### config.mk
export PLATFORM = sky130hd
export DESIGN_NAME = bm_lpm_concat_packer
export DESIGN_NICKNAME = d
export VERILOG_FILES = /design/src/rtl/bm_lpm_concat_packer.sv
export SDC_FILE = /design/constraint.sdc
export NUM_CORES = 1
export LEC_CHECK = 0
export CAP_MARGIN = 20
export CORE_ASPECT_RATIO = 0.8
export CORE_MARGIN = 3
export CORE_UTILIZATION = 47
export DETAILED_ROUTE_END_ITERATION = 8
export MAX_ROUTING_LAYER = met4
export PLACE_DENSITY = 0.74
export SETUP_SLACK_MARGIN = 0.02
export SYNTH_ARGS = -nofsm -noshare
export SYNTH_HDL_FRONTEND = slang
export SYNTH_SLANG_ARGS = --single-unit
export TNS_END_PERCENT = 50
### constraint.sdc
create_clock -name clock -period 1.8 [get_ports clock]
set_input_delay 0.27 -clock clock [delete_from_list [all_inputs] [get_ports clock]]
set_output_delay 0.27 -clock clock [all_outputs]
set_load 0.005 [all_outputs]
### src/rtl/bm_lpm_concat_packer.sv
// Packs RATIO consecutive IN_W-bit words into one registered wide word, with partial-group flush on in_last.
// Latency: out_valid rises the cycle after the input transfer that closes a group.
// Backpressure: while a packed word is held, in_ready follows out_ready, so streaming runs at full rate.
//
// Ports:
//   clock, reset              single clock, synchronous active-high reset
//   in_valid/in_ready         narrow input handshake; in_data word, in_last closes the group early
//   out_valid/out_ready       wide output handshake; out_data packed word (unused lanes 0),
//                             out_count valid lanes (1..RATIO), out_last group closed by in_last
module bm_lpm_concat_packer #(
    parameter  int IN_W      = 8,
    parameter  int RATIO     = 4,
    parameter  int MSB_FIRST = 1,
    localparam int OUT_W     = IN_W * RATIO,
    localparam int CW        = $clog2(RATIO + 1)
) (
    input  logic             clock,
    input  logic             reset,
    input  logic             in_valid,
    output logic             in_ready,
    input  logic [IN_W-1:0]  in_data,
    input  logic             in_last,
    output logic             out_valid,
    input  logic             out_ready,
    output logic [OUT_W-1:0] out_data,
    output logic [CW-1:0]    out_count,
    output logic             out_last
);

    typedef enum logic {
        ACC  = 1'b0,
        FULL = 1'b1
    } state_t;

    localparam logic [CW-1:0] LAST_LANE = CW'(RATIO - 1);

    state_t           state, state_nxt;
    logic [OUT_W-1:0] acc, acc_nxt;
    logic [CW-1:0]    idx, idx_nxt;
    logic [OUT_W-1:0] data_nxt;
    logic [CW-1:0]    count_nxt;
    logic             last_nxt;
    logic [OUT_W-1:0] lane_word;
    logic             in_fire;
    logic             out_fire;
    logic             close_grp;
    int               lane_pos;

    // In FULL an input is only taken alongside the output transfer, so the
    // accepted word always lands in an empty accumulator as lane 0.
    assign in_ready  = !reset && ((state == ACC) || out_ready);
    assign out_valid = (state == FULL);
    assign in_fire   = in_valid && in_ready;
    assign out_fire  = out_valid && out_ready;

    always_comb begin
        lane_pos  = (MSB_FIRST != 0) ? (RATIO - 1 - int'(idx)) : int'(idx);
        lane_word = OUT_W'(in_data) << (lane_pos * IN_W);
        close_grp = in_last || (idx == LAST_LANE);

        state_nxt = state;
        acc_nxt   = acc;
        idx_nxt   = idx;
        data_nxt  = out_data;
        count_nxt = out_count;
        last_nxt  = out_last;

        if (in_fire) begin
            if (close_grp) begin
                // Load the output straight from the merged accumulator and
                // clear it so the next group starts with zeroed lanes.
                data_nxt  = acc | lane_word;
                count_nxt = idx + CW'(1);
                last_nxt  = in_last;
                acc_nxt   = '0;
                idx_nxt   = '0;
                state_nxt = FULL;
            end else begin
                acc_nxt   = acc | lane_word;
                idx_nxt   = idx + CW'(1);
                state_nxt = ACC;
            end
        end else if (out_fire) begin
            state_nxt = ACC;
        end
    end

    always_ff @(posedge clock) begin
        if (reset) begin
            state     <= ACC;
            acc       <= '0;
            idx       <= '0;
            out_data  <= '0;
            out_count <= '0;
            out_last  <= 1'b0;
        end else begin
            state     <= state_nxt;
            acc       <= acc_nxt;
            idx       <= idx_nxt;
            out_data  <= data_nxt;
            out_count <= count_nxt;
            out_last  <= last_nxt;
        end
    end

endmodule

==> results.yml <==
run_status:
  status: "completed"
place:
  numPortBuffers: 50
  dp.cells: 443
  dpl_cell_area_mm2: 0.003692
  dp_hpwl_um: 5279
  routabilityCongestion: 0.8424
detailed_routing:
  dr.pass1.iters: 4
  vias_per_cell: 5.956
  drc: 0
  dr.first_iter.drc_count: 191
  wirelength_um: 7797
  ant_nets: 0
  vias: 2734
  wl_per_cell_um: 16.99
power:
  p_leak_nw: 1.323
  internal_power_mw: 2.597
  seqPwrFrac_pct: 47.8
  finalPower_mw: 3.424
  power_frac_clock_pct: 42.1
  p_comb_share_pct: 10.1
  vdd_drop_max_mv: 0.4663
  sw_frac_of_total_pct: 24.16
  powerDensity_mw_per_mm2: 873.2
  p_switching_uw: 827.4
clocking:
  clkSlewWorstSetupHoldPaths_ns: 0.08
  cts.htree.levels: 3
  numCtsBuffers: 9
  hold_buffers: 0
  clock-sinks: 72
  clockBufferDepth: 2
  cts_tree: "yes"
  cts-root-buf: "clkbuf_8"
  clk_latency_ns: 0.35
  postCtsSetupBuffers: 0
  cts_resized: 0
global_route:
  grt_pass1_wl_um: 13060
  grt_usage_pct: 23.48
  grt-ovfl-total: 0
  antenna_found_initial: 0
  grt_pass1_vias: 2619
  grt_max_degree: 38
sta:
  setup_tns_ns: 0
  fin_crit_ns: 1.710
  slew_headroom_pct: 73.47
  clock_skew_ns: 0.007431
  tightest_slew_ns: 0.3929
  slew_viol_final: 0
  hold_violations: 0
  layout_worst_path_cycle_share_pct: 95.02
  clock.fmax_ghz: 0.5846
  rsz0062_at_grt: "no"
  setup-violations-final: 0
finish:
  drive_gt1_share_pct: 15.08
  layout.nets: 388
  final_cells: 459
  final.fill_count: 487
  antenna_cells: 0
  final_area_mm2: 0.003921
  area_growth_pct: 31.07
critical_path:
  path_common_cell: "clkdlybuf4s50_1"
  worstPathRequired_ns: 1.53
  worst_ep_arrival_time_ns: 1.44
  critPathSlowestCell: "clkdlybuf4s50_1"
  worstSetupStartpointType: "input port"
  crit_fanout: 4
  crit_path_max_incr_delay_ns: 0.51
  worstSetupPathType: "input port to output port"
  crit_chain: "clkdlybuf4s50_1, nor2b_4, nor2_1, clkdlybuf4s50_1"
  end_kind: "output port"
  cp_num_buf_inv: 2
  path_delay_family: "buffers and inverters"
floorplanning:
  core_area_mm2: 0.006037
  io_pins: 51
  initial_core_util_pct: 49.55
  rows: 25
  die_h_um: 77.36
  die_w_um: 95.20
  die_area_mm2: 0.007365
synthesis:
  synthCells: 318
  synth.avg_cell_area_um2: 9.408
  synth_nets: 333
  synthesis.area_mm2: 0.002992
  yosys.cell_types.count: 32
  ys_seq_area_share_pct: 48.18
  yosysWarnings: 0
  ys_ff_latch: 72
hold_path:
  min_path_type: "register to register"
flow_run:
  maxCapViolations: 0
==> power by group through the flow <==
stage | Sequential, mW | Combinational, mW | Clock, mW
finish | 1.64 | 0.347 | 1.44
global route | 1.64 | 0.377 | 1.55
CTS | 1.64 | 0.346 | 1.47
detailed placement | 1.67 | 0.343 | 0
global placement | 1.67 | 0.338 | 0
floorplan | 1.68 | 0.163 | 0
==> synthesized netlist by cell type <==
| cell | instances | share of area, % |
|---|---|---|
| and4b_1 | 8 | 2.7 |
| inv_1 | 12 | 1.5 |
| inv_2 | 1 | 0.13 |
| a31oi_1 | 9 | 1.9 |
| nand2b_1 | 1 | 0.21 |
| nor2b_4 | 1 | 0.46 |
| clkbuf_2 | 1 | 0.17 |
| nor2_1 | 34 | 4.3 |
| a21oi_2 | 1 | 0.29 |
| nor4b_1 | 1 | 0.29 |
| buf_4 | 2 | 0.50 |
| o21ai_0 | 9 | 1.5 |
| a21oi_1 | 34 | 5.7 |
| nand2b_4 | 1 | 0.46 |
| o31ai_4 | 1 | 0.71 |
| nor2_2 | 1 | 0.21 |
| or3_1 | 2 | 0.42 |
| buf_6 | 5 | 1.9 |
| o21ai_1 | 26 | 4.3 |
| nand4_1 | 8 | 1.7 |
| nor3_2 | 1 | 0.33 |
| dfxtp_1 | 72 | 48 |
| a311oi_1 | 1 | 0.29 |
| ha_1 | 2 | 0.84 |
| nor2b_1 | 1 | 0.21 |
| o21ai_2 | 3 | 0.88 |
| clkbuf_1 | 14 | 1.8 |
| buf_2 | 12 | 2.0 |
| nor3b_4 | 2 | 1.3 |
| nand3_1 | 2 | 0.33 |
| a41oi_1 | 15 | 4.4 |
| o311ai_0 | 35 | 10 |
==> metal layers <==
layer	share of wire (%)	up-vias	track usage, %
met4	1.5	0	7.925
li1	-	1331	-
met2	45	94	31.59
met3	7.5	14	6.686
met1	46	1295	33.58
met5	0	-	-
==> state kept, by name, summed over array words and instances (netlist names) <==
signal     count
out_count      3
acc           32
out_data      32
out_valid      1
out_last       1
idx            3
==> logic make-up after synthesis <==
| family | after synthesis | synth area share [%] |
|---|---|---|
| compound gates | 134 | 30.24 |
| flops | 72 | 48.18 |
| simple gates | 63 | 12.80 |
| buf+inv | 47 | 7.946 |
| fa+ha+maj | 2 | 0.8363 |
==> through the flow <==
stage	worst slack, ns	hold slack [ns]	util (%)
3_5_place_dp	0.05797	0.4386	61.16
4_1_cts	0.07815	0.4493	64.95
6_report	0.08957	0.4477	64.95
2_1_floorplan	0.03205	0.3324	-
3_3_place_gp	0.09254	0.4321	61.16
5_1_grt	0.03000	0.4665	64.95
==> worst reg2reg max path, stage by stage (launching register included) <==
cell and delay [ns]:
dfxtp_1 0.32, ha_1 0.19, ha_1 0.19, nor2_2 0.13, buf_4 0.20, o31ai_4 0.07
buf_12 0.18, a311oi_1 0.23
==> layout by cell type (no fill, tap or decap), types with 3 or more instances in the layout <==
master           Yosys  layout
dfxtp_1             72      72
clkdlybuf4s50_1      0      50
o311ai_0            35      35
nor2_1              34      34
a21oi_1             34      34
o21ai_1             26      26
buf_4                2      22
a41oi_1             15      15
inv_1               12      12
clkbuf_8             0      10
a31oi_1              9       9
o21ai_0              9       9
nand4_1              8       8
and4b_1              8       8
buf_12               0       6
o21ai_2              3       3
clkinvlp_4           0       3
==> worst paths after layout <==
check	start	to	slack, ns	depth (start not counted)
setup / recovery	out_ready	in_ready	0.09	4
hold / removal	acc[17]$_SDFFE_PP0P_	acc[17]$_SDFFE_PP0P_	0.45	2
setup reg to reg	idx[0]$_SDFFE_PP0P_	idx[2]$_SDFFE_PP0P_	0.20	7
hold reg to reg	acc[17]$_SDFFE_PP0P_	acc[17]$_SDFFE_PP0P_	0.45	2
==> cell type report <==
| cell class | instances | area, um^2 | area share, % |
|---|---|---|---|
| clock inverter | 6 | 91.34 | 2.329 |
| clock buffer | 10 | 137.6 | 3.510 |
| sequential | 72 | 1441 | 36.76 |
| multi-input combinational | 199 | 1315 | 33.54 |
| tap | 81 | 101.3 | 2.585 |
| inverter | 13 | 48.80 | 1.244 |
| timing repair buffer | 78 | 785.8 | 20.04 |
Power figures use the tool's default switching activity.
